===== src/rtl/serial_add_ctrl.sv =====
// ----------------------------------------------------------------------------
// serial_add_ctrl
//
// Bit-serial WIDTH-bit adder controller. One 1-bit full-adder cell (two
// half_adder instances plus an OR for the carry) is time-shared across all
// bit positions. Operands are captured on an accepted START and run through
// the cell LSB-first, one bit per clock. The result, carry-out and a
// one-cycle DONE pulse are returned at the end of the operation.
//
// Optional feature macro: SERIAL_ADD_SUB_EN
//   When defined, adds input SUB. SUB=1 computes A-B as A+~B+1 (B inverted at
//   capture, carry flop preset to 1); CARRY=1 then means no borrow.
//   When undefined, the block is addition only.
//
// Parameters:
//   WIDTH   operand/result width in bits (legal range 2..32)
//
// Ports:
//   clk     rising-edge clock
//   rst_n   asynchronous active-low reset
//   START   operation request, sampled only in IDLE
//   A, B    operands, captured on an accepted START
//   SUB     (SERIAL_ADD_SUB_EN only) subtract select, captured with A/B
//   SUM     last completed result
//   CARRY   carry-out of the last completed operation
//   BUSY    high while an operation is in RUN or DONE
//   DONE    one-cycle pulse; SUM/CARRY newly updated
// ----------------------------------------------------------------------------

// Half adder: s = a ^ b, c = a & b.
module half_adder (
    input  logic a,
    input  logic b,
    output logic s,
    output logic c
);
    assign s = a ^ b;
    assign c = a & b;
endmodule

module serial_add_ctrl #(
    parameter int unsigned WIDTH = 8
) (
    input  logic             clk,
    input  logic             rst_n,
    input  logic             START,
    input  logic [WIDTH-1:0] A,
    input  logic [WIDTH-1:0] B,
`ifdef SERIAL_ADD_SUB_EN
    input  logic             SUB,
`endif
    output logic [WIDTH-1:0] SUM,
    output logic             CARRY,
    output logic             BUSY,
    output logic             DONE
);

    localparam int unsigned CW = $clog2(WIDTH) + 1;

    typedef enum logic [1:0] {
        S_IDLE,
        S_RUN,
        S_DONE
    } state_t;

    state_t state_q, state_d;

    // Datapath registers
    logic [WIDTH-1:0] opa_sr;
    logic [WIDTH-1:0] opb_sr;
    logic [WIDTH-1:0] res_sr;
    logic             cy_q;
    logic [CW-1:0]    cnt;

    // Control strobes from the FSM
    logic load;
    logic shift;
    logic last;

    // Subtract select (constant 0 in the addition-only build)
    logic sub_in;
`ifdef SERIAL_ADD_SUB_EN
    assign sub_in = SUB;
`else
    assign sub_in = 1'b0;
`endif

    // ------------------------------------------------------------------
    // Full-adder cell: two half adders, carry = c0 | c1
    // ------------------------------------------------------------------
    logic ha0_s, ha0_c;
    logic sum_bit, ha1_c;
    logic cell_cout;

    half_adder u_ha0 (
        .a (opa_sr[0]),
        .b (opb_sr[0]),
        .s (ha0_s),
        .c (ha0_c)
    );

    half_adder u_ha1 (
        .a (ha0_s),
        .b (cy_q),
        .s (sum_bit),
        .c (ha1_c)
    );

    assign cell_cout = ha0_c | ha1_c;

    // Result shift register value after the current RUN edge
    logic [WIDTH-1:0] res_next;
    assign res_next = {sum_bit, res_sr[WIDTH-1:1]};

    // Last bit is being processed when WIDTH-1 bits are already done
    assign last = (cnt == CW'(WIDTH - 1));

    // ------------------------------------------------------------------
    // FSM: state register
    // ------------------------------------------------------------------
    always_ff @(posedge clk or negedge rst_n) begin
        if (!rst_n) begin
            state_q <= S_IDLE;
        end else begin
            state_q <= state_d;
        end
    end

    // ------------------------------------------------------------------
    // FSM: next state and outputs
    // ------------------------------------------------------------------
    always_comb begin
        state_d = state_q;
        load    = 1'b0;
        shift   = 1'b0;
        BUSY    = 1'b0;
        DONE    = 1'b0;
        case (state_q)
            S_IDLE: begin
                if (START) begin
                    load    = 1'b1;
                    state_d = S_RUN;
                end
            end
            S_RUN: begin
                BUSY  = 1'b1;
                shift = 1'b1;
                if (last) begin
                    state_d = S_DONE;
                end
            end
            S_DONE: begin
                BUSY    = 1'b1;
                DONE    = 1'b1;
                state_d = S_IDLE;
            end
            default: begin
                state_d = S_IDLE;
            end
        endcase
    end

    // ------------------------------------------------------------------
    // Datapath
    // ------------------------------------------------------------------
    always_ff @(posedge clk or negedge rst_n) begin
        if (!rst_n) begin
            opa_sr <= '0;
            opb_sr <= '0;
            res_sr <= '0;
            cy_q   <= 1'b0;
            cnt    <= '0;
            SUM    <= '0;
            CARRY  <= 1'b0;
        end else if (load) begin
            opa_sr <= A;
            opb_sr <= B ^ {WIDTH{sub_in}};
            res_sr <= '0;
            cy_q   <= sub_in;
            cnt    <= '0;
        end else if (shift) begin
            opa_sr <= opa_sr >> 1;
            opb_sr <= opb_sr >> 1;
            res_sr <= res_next;
            cy_q   <= cell_cout;
            cnt    <= cnt + CW'(1);
            // The DONE entry edge is also the edge that produces the MSB,
            // so the outputs take the post-shift value directly.
            if (last) begin
                SUM   <= res_next;
                CARRY <= cell_cout;
            end
        end
    end

endmodule


===== config.mk =====
export PLATFORM = sky130hd
export DESIGN_NAME = serial_add_ctrl
export DESIGN_NICKNAME = d
export VERILOG_FILES = /design/src/rtl/serial_add_ctrl.sv
export SDC_FILE = /design/constraint.sdc
export NUM_CORES = 1
export LEC_CHECK = 0
export CAP_MARGIN = 20
export CORE_UTILIZATION = 43
export DETAILED_ROUTE_END_ITERATION = 6
export PLACE_DENSITY = 0.67
export SYNTH_ARGS = -nofsm -noshare
export SYNTH_HDL_FRONTEND = slang
export SYNTH_SLANG_ARGS = --single-unit

===== constraint.sdc =====
create_clock -name clk -period 3.8 [get_ports clk]
set_input_delay 1.14 -clock clk [delete_from_list [all_inputs] [get_ports clk]]
set_output_delay 1.14 -clock clk [all_outputs]
set_load 0.01 [all_outputs]

==> results.ini, run 1 <==
[clock_tree]
clk_pin_slew_worst_paths_ns = 0.07
htreeDepth = 2
cts.repair.resized = 0
cts.sinks = 39
cts_tree = done
cts-root-buf = clkbuf_8
cts_hold_buf = 0
clk_latency_ns = 0.29
cts_max_path_buffers = 2
postCtsSetupBuffers = 0
cts_buffers = 5

[timing]
max_freq_mhz = 367.0
setup_viol = 0
timing.final.crit_share_pct = 71.70
skew_ns = 0.004662
rsz0062_at_grt = no
fin_tns_setup_ns = 0
hold_violations = 0
max-slew-margin-rel_pct = 40.74
slew_viol_final = 0
fin_crit_ns = 2.725
worst_slew_pin_slew_ns = 0.8889

[worst_setup_path]
crit_family = buffers and inverters
endpoint = BUSY
path_max_fanout = 4
crit_type = flip-flop to primary output
path_buf_inv = 2
r2r-end = SUM[2]$_DFFE_PN0P_
arrival_ns = 1.58
end_kind = primary output
critPathLaunch = state_q[0]$_DFFE_PN0P_
r2r_slack_ns = 1.63
rr_startpoint = state_q[1]$_DFFE_PN0P_
critical-path-slowest-cell = clkdlybuf4s50_1
reg2reg_depth = 4
cp.depth = 3
required_ns = 2.66
cp-start-kind = flip-flop
cp_cell_sequence = inv_1 -> ha_1 -> clkdlybuf4s50_1
max_stage_delay_ns = 0.52

[die]
coreArea_um2 = 3799
die_w_um = 66.19
io_pins = 30
die_h_um = 66.19
start_util_pct = 46.64
dieArea_um2 = 4381
num_rows = 22

[synth]
synthFlopType = dfrtp_1
async_reset_ff_share_pct = 100.0
avgSynthCellArea_um2 = 12.13
synth_cell_type_count = 22
synth_fp_nets = 172
syn-cell-area_um2 = 1772
synth_edf_count = 0
yosysWarnings = 0
ys_ff_latch = 39
synth-seq-area-share_pct = 55.08
syn_inst = 146

[final_layout]
instances_no_fill = 224
syn_to_final_growth_pct = 22.74
multiInputGateArea_um2 = 738.2
seqCellArea_um2 = 975.9
num_antenna_cells = 0
drive_gt1_share_pct = 13.07
fillCellCount = 312
nets = 201

[pwr]
p_leak_nw = 1.021
worst_ir_drop_vdd_v = 0.0006406
cellPowerDensity_nw_per_um2 = 712.6

[routing]
first_pass_iters = 4
drc = 0
drtIter0Drc = 68
avgRoutedWirePerCell_um = 12.77
avgViaCountPerCell = 5.103
drt-total-wl_mm = 2.860
via_count = 1143
drtAntennaViolNets = 0

[place]
dpl.hpwl_mm = 1.908
post-place-cells = 216
gp_congestion = 0.6665
io_buffers = 29

[grt]
grt_pass1_vias = 1153
antenna_found_initial = 0
grt_pass1_wl_mm = 5.030
grt_max_degree = 45
gr-usage-all-layers_pct = 15.77
overflow = 0

[min_path]
hold_class = flip-flop to flip-flop
hold_depth = 1

[flow_run]
max_cap_viol_count = 0

[status]
status = finished clean

-- per-layer routing --
metal	vias up	part of all wire [%]	global-route usage, %
met3	6	3.5	4.138
met4	0	1.8	8.777
met5	-	0	0
li1	550	-	-
met2	20	47	26.02
met1	567	47	18.55
-- worst min path at each step --
| stage | startpoint | slack (ns) | to |
|---|---|---|---|
| 6_report | SUM[5]$_DFFE_PN0P_ | 0.50 | SUM[5]$_DFFE_PN0P_ |
| 5_1_grt | SUM[1]$_DFFE_PN0P_ | 0.52 | SUM[1]$_DFFE_PN0P_ |
| 4_1_cts | SUM[3]$_DFFE_PN0P_ | 0.51 | SUM[3]$_DFFE_PN0P_ |
| 3_5_place_dp | SUM[3]$_DFFE_PN0P_ | 0.49 | SUM[3]$_DFFE_PN0P_ |
| 3_3_place_gp | res_sr[1]$_DFFE_PN0P_ | 0.49 | SUM[0]$_DFFE_PN0P_ |
| 2_1_floorplan | res_sr[1]$_DFFE_PN0P_ | 0.48 | SUM[0]$_DFFE_PN0P_ |
-- cell usage in the layout, fill, tap and decap left out, drive strengths merged, types with 2 or more instances in the layout --
master         synthesis  final
o21ai                 16     16
nand2b                 2      2
clkdlybuf4s50          0     28
nor2                  12     12
buf                    6      2
mux2                  11     11
nand2                 17     17
inv                    2      2
xor2                   2      2
ha                     6      6
mux2i                 23     23
clkbuf                 2      8
dfrtp                 39     39
-- synth_stat cells (2+ instances only) --
library cell,n,area share (%)
buf_2,3,0.85
buf_6,2,1.3
clkbuf_1,2,0.42
dfrtp_1,39,55
ha_1,6,4.2
inv_1,2,0.42
mux2_2,11,7.0
mux2i_1,23,13
nand2_1,17,3.6
nand2b_1,2,0.71
nor2_1,12,2.5
o21ai_0,16,4.5
xor2_1,2,0.99
-- kinds of logic after synthesis --
| kind of cell | count (synthesis) | synth area share, % |
|---|---|---|
| compound gates | 17 | 5.014 |
| xor+xnor | 3 | 1.483 |
| fa+ha+maj | 7 | 5.367 |
| buf+inv | 10 | 3.390 |
| flops | 39 | 55.08 |
| mux | 34 | 19.99 |
| simple gates | 36 | 9.675 |
-- power by group --
group,switching [mW],internal (mW),leakage (nW)
clock,0.132,0.165,0.0515
sequential,0.102,0.570,0.511
combinational,0.286,0.295,0.459
total,0.520,1.03,1.02
-- final cells by class --
cell class              count  area share (%)
clock buffers               8           4.603
inverters                   2          0.3452
multi-input cells          97           33.95
flip-flops and latches     39           44.88
well taps                  48           2.762
repair buffers             30           13.46
-- sequential cells by signal (all words and copies together) (netlist names) --
register  count
SUM           8
opb_sr        8
state_q       2
CARRY         1
cnt           4
cy_q          1
res_sr        7
opa_sr        8
-- through the flow --
step	util (%)	hold WS [ns]	total power [mW]	cell area, um^2	setup slack [ns]
2_1_floorplan	-	0.4799	1.116	1772	1.898
3_3_place_gp	54.61	0.4876	1.231	2074	1.420
3_5_place_dp	54.61	0.4913	1.269	2074	1.371
4_1_cts	57.25	0.5079	1.574	2175	1.049
5_1_grt	57.25	0.5219	1.675	2175	0.9824
6_report	57.25	0.5044	1.550	2175	1.075
Note: power is estimated with default switching activity, not from simulation.
==> run 2, diff against run 1 <==
--- a/config.mk
+++ b/config.mk
@@ -8,7 +8,7 @@
 export CAP_MARGIN = 20
 export CORE_UTILIZATION = 43
 export DETAILED_ROUTE_END_ITERATION = 6
-export PLACE_DENSITY = 0.67
+export PLACE_DENSITY = 0.69
 export SYNTH_ARGS = -nofsm -noshare
 export SYNTH_HDL_FRONTEND = slang
 export SYNTH_SLANG_ARGS = --single-unit
==> constraint.sdc (replaced) <==
create_clock -name clk -period 2.4 [get_ports clk]
set_input_delay 0.72 -clock clk [delete_from_list [all_inputs] [get_ports clk]]
set_output_delay 0.72 -clock clk [all_outputs]
set_load 0.01 [all_outputs]
==> results.ini, run 2 (synthesis results as in run 1) <==
[clock_tree]
cts.sinks = 39
clk_latency_ns = 0.28
cts.repair.resized = 0
cts_buffers = 5
cts-root-buf = clkbuf_8
cts_tree = done
cts_hold_buf = 0
clk_pin_slew_worst_paths_ns = 0.08
htreeDepth = 2
postCtsSetupBuffers = 0
cts_max_path_buffers = 2

[grt]
grt_pass1_vias = 1113
grt_util_met1_pct = 19.35
busiest_layer = met2
grt_use_met2_pct = 22.83
grt_max_degree = 45
grt_pass1_wl_mm = 4.857
gr-usage-all-layers_pct = 15.01
met3_usage_pct = 4.310
overflow = 0
antenna_found_initial = 0

[pwr]
clockPowerShare_pct = 21.5
p_sw_mw = 0.8390
p_int_mw = 1.723
cellPowerDensity_nw_per_um2 = 1154
worst_ir_drop_vdd_v = 0.0006504
sw_frac_of_total_pct = 32.75
seq_power_share_pct = 41.7
pwr-share-comb_pct = 36.9
p_leak_nw = 1.045

[worst_setup_path]
r2r_slack_ns = 0.60
required_ns = 1.68
r2r-end = cnt[3]$_DFFE_PN0P_
rr_startpoint = state_q[1]$_DFFE_PN0P_
end_kind = primary output
reg2reg_depth = 6
path_max_fanout = 4
endpoint = BUSY
cp-start-kind = flip-flop
critPathLaunch = state_q[0]$_DFFE_PN0P_
arrival_ns = 1.60
crit_type = flip-flop to primary output

[final_layout]
drive_gt1_share_pct = 14.61
num_antenna_cells = 0
fin_util_pct = 58.43
nets = 203
fin_area_um2 = 2220
final_cell_mix = dfrtp_1, clkdlybuf4s50_1, mux2i_1
syn_to_final_growth_pct = 25.28
largestRegisters = SUM: 8 flops, opa_sr: 8 flops, opb_sr: 8 flops
final_common_cell = dfrtp_1

[timing]
holdWs_ns = 0.4729
worst_slew_pin_slew_ns = 0.4772
fin_crit_ns = 2.321
max-slew-margin-rel_pct = 68.19
timing.final.crit_share_pct = 96.70
max_freq_mhz = 430.9
skew_ns = 0.009649
rsz0062_at_grt = no
setup_viol = 0
fin_tns_setup_ns = 0
hold_violations = 0
slew_viol_final = 0

[routing]
via_count = 1134
avgRoutedWirePerCell_um = 12.80
drtIter0Drc = 45
first_pass_iters = 2
drt-total-wl_mm = 2.893
drtAntennaViolNets = 0
drc = 0
avgViaCountPerCell = 5.018

[place]
dpl.hpwl_mm = 2.014
io_buffers = 29
dpl_cell_area_um2 = 2102
gp_congestion = 0.6909

[die]
dieArea_um2 = 4381
die_w_um = 66.19
coreArea_um2 = 3799
start_util_pct = 46.64
io_pins = 30
die_h_um = 66.19
num_rows = 22

[status]
status = finished clean

[flow_run]
max_cap_viol_count = 0

[min_path]
hold_class = primary input to async pin

## run 2: worst max-delay path, cell delays in order, from the launching register on
cell and delay [ns]:
dfrtp_1 0.41, inv_1 0.10, ha_1 0.29, clkdlybuf4s50_1 0.53
## run 2: metrics by stage
| step | std cells | worst slack (ns) | power, mW |
|---|---|---|---|
| 4_1_cts | 226 | 0.05957 | 2.599 |
| 3_3_place_gp | 218 | 0.4356 | 1.975 |
| 5_1_grt | 226 | 0.03377 | 2.743 |
| 3_5_place_dp | 218 | 0.3872 | 2.037 |
| 2_1_floorplan | 146 | 0.9181 | 1.768 |
| 6_report | 226 | 0.07930 | 2.562 |
## run 2: power groups by stage
| stage | logic (mW) | clock network (mW) | registers, mW |
|---|---|---|---|
| after CTS | 0.963 | 0.570 | 1.07 |
| after floorplan | 0.725 | 0 | 1.04 |
| after global placement | 0.918 | 0 | 1.06 |
| final | 0.944 | 0.550 | 1.07 |
| after detailed placement | 0.957 | 0 | 1.08 |
| after global routing | 1.06 | 0.594 | 1.09 |
## run 2: layout make-up
| type | count | area [um^2] |
|---|---|---|
| fill | 329 | 1579 |
| clock inverter | 2 | 35.03 |
| timing repair buffer | 32 | 320.3 |
| inverter | 2 | 7.507 |
| multi-input combinational | 97 | 738.2 |
| sequential | 39 | 975.9 |
| clock buffer | 6 | 82.58 |
| tap | 48 | 60.06 |
## run 2: worst min path at each step
| stage | end | cells after the start |
|---|---|---|
| 5_1_grt | SUM[0]$_DFFE_PN0P_ | 2 |
| 3_5_place_dp | SUM[4]$_DFFE_PN0P_ | 1 |
| 3_3_place_gp | SUM[7]$_DFFE_PN0P_ | 1 |
| 4_1_cts | SUM[3]$_DFFE_PN0P_ | 2 |
| 6_report | SUM[3]$_DFFE_PN0P_ | 2 |
| 2_1_floorplan | CARRY$_DFFE_PN0P_ | 0 |
## run 2: metal layers
layer  share of wire, %  vias up
li1                   -      553
met3                3.9        7
met2                 48       17
met4                2.1        0
met1                 46      557
met5                  0        -
==> run 3, diff against run 2 <==
==> constraint.sdc (replaced) <==
create_clock -name clk -period 2.4 [get_ports clk]
set_input_delay 0.36 -clock clk [delete_from_list [all_inputs] [get_ports clk]]
set_output_delay 0.36 -clock clk [all_outputs]
set_load 0.01 [all_outputs]
==> results.ini, run 3 (synthesis results as in run 1) <==
[worst_setup_path]
required_ns = 2.04
path_buf_inv = 2
crit_type = flip-flop to primary output
reg2reg_depth = 4
max_stage_delay_ns = 0.53
path_max_fanout = 4
critical-path-slowest-cell = clkdlybuf4s50_1
r2r_slack_ns = 0.61
cp-start-kind = flip-flop
cp_cell_sequence = inv_1 -> ha_1 -> clkdlybuf4s50_1
rr_startpoint = state_q[1]$_DFFE_PN0P_
end_kind = primary output
r2r-end = SUM[1]$_DFFE_PN0P_
crit_family = buffers and inverters
arrival_ns = 1.58

[final_layout]
syn_to_final_growth_pct = 26.34
seqCellArea_um2 = 975.9
drive_gt1_share_pct = 14.61
multiInputGateArea_um2 = 738.2
nets = 203
largestRegisters = SUM: 8 flops, opa_sr: 8 flops, opb_sr: 8 flops
num_antenna_cells = 0
final_cell_mix = dfrtp_1, clkdlybuf4s50_1, mux2i_1
final_common_cell = dfrtp_1
fillCellCount = 333

[place]
io_buffers = 29
dpl.hpwl_mm = 2.100
place_ws_ns = 0.5904
gp_congestion = 0.7002

[die]
io_pins = 30
die_w_um = 66.19
num_rows = 22
dieArea_um2 = 4381
start_util_pct = 46.64
coreArea_um2 = 3799
die_h_um = 66.19

[clock_tree]
htreeDepth = 2
clk_latency_ns = 0.29
cts-root-buf = clkbuf_8
clk_pin_slew_worst_paths_ns = 0.08
cts_buffers = 5
cts_max_path_buffers = 2
cts_hold_buf = 0
cts_tree = done
cts.repair.resized = 0
postCtsSetupBuffers = 0
cts.sinks = 39

[min_path]
hold_class = primary input to async pin

[routing]
avgRoutedWirePerCell_um = 12.93
avgViaCountPerCell = 5.062
drt-total-wl_mm = 2.923
via_count = 1144
drc = 0
drtIter0Drc = 53
first_pass_iters = 4
drtAntennaViolNets = 0

[timing]
max_freq_mhz = 515.2
fin_tns_setup_ns = 0
layout_setup_ws_ns = 0.4588
worst_slew_pin_slew_ns = 0.8380
max-slew-margin-rel_pct = 44.14
rsz0062_at_grt = no
hold_violations = 0
setup_viol = 0
skew_ns = 0.009169
timing.final.crit_share_pct = 80.88
slew_viol_final = 0
fin_crit_ns = 1.941

[grt]
overflow = 0
grt_pass1_vias = 1161
gr-usage-all-layers_pct = 15.48
grt_max_degree = 40
antenna_found_initial = 0
grt_pass1_wl_mm = 5.030

[pwr]
p_leak_nw = 1.048
worst_ir_drop_vdd_v = 0.0008077
cellPowerDensity_nw_per_um2 = 1194

[status]
status = finished clean

[flow_run]
max_cap_viol_count = 0

==> run 3: layer usage <==
metal | GRT usage (%) | vias up | wire length (um)
met3 | 3.621 | 5 | 100
met5 | 0 | - | 0
met4 | 6.383 | 0 | 40
met1 | 18.34 | 570 | 1269
li1 | - | 554 | -
met2 | 26.79 | 15 | 1513
==> run 3: layout make-up <==
| type | count | area share [%] |
|---|---|---|
| inverter | 2 | 0.3354 |
| clock buffer | 5 | 3.074 |
| clock inverter | 3 | 3.018 |
| tap | 48 | 2.683 |
| multi-input combinational | 97 | 32.98 |
| sequential | 39 | 43.60 |
| timing repair buffer | 32 | 14.31 |
==> run 3: report_power, final <==
| part | leakage, nW | switching (mW) | internal [mW] |
|---|---|---|---|
| Combinational | 0.473 | 0.466 | 0.501 |
| Sequential | 0.511 | 0.162 | 0.902 |
| Clock | 0.0644 | 0.228 | 0.415 |
| Total | 1.05 | 0.856 | 1.82 |
==> run 3: worst max-delay path by stage <==
stage	from	to	slack [ns]	depth (start not counted)
6_report	state_q[0]$_DFFE_PN0P_	BUSY	0.46	3
4_1_cts	state_q[0]$_DFFE_PN0P_	BUSY	0.44	3
3_5_place_dp	state_q[1]$_DFFE_PN0P_	SUM[1]$_DFFE_PN0P_	0.59	4
3_3_place_gp	state_q[1]$_DFFE_PN0P_	SUM[7]$_DFFE_PN0P_	0.66	4
2_1_floorplan	state_q[1]$_DFFE_PN0P_	state_q[0]$_DFFE_PN0P_	1.0	5
5_1_grt	state_q[0]$_DFFE_PN0P_	BUSY	0.39	3
==> run 3: stage by stage <==
step	cells	utilization [%]	hold WS [ns]	total power, mW	instance area, um^2
final	226	58.93	0.1697	2.673	2238
after global routing	226	58.93	0.2467	2.866	2238
after CTS	226	58.93	0.2121	2.711	2238
after detailed placement	218	55.34	0.4970	2.061	2102
after global placement	218	55.34	0.4881	2.008	2102
after floorplan	146	-	0.06441	1.768	1772
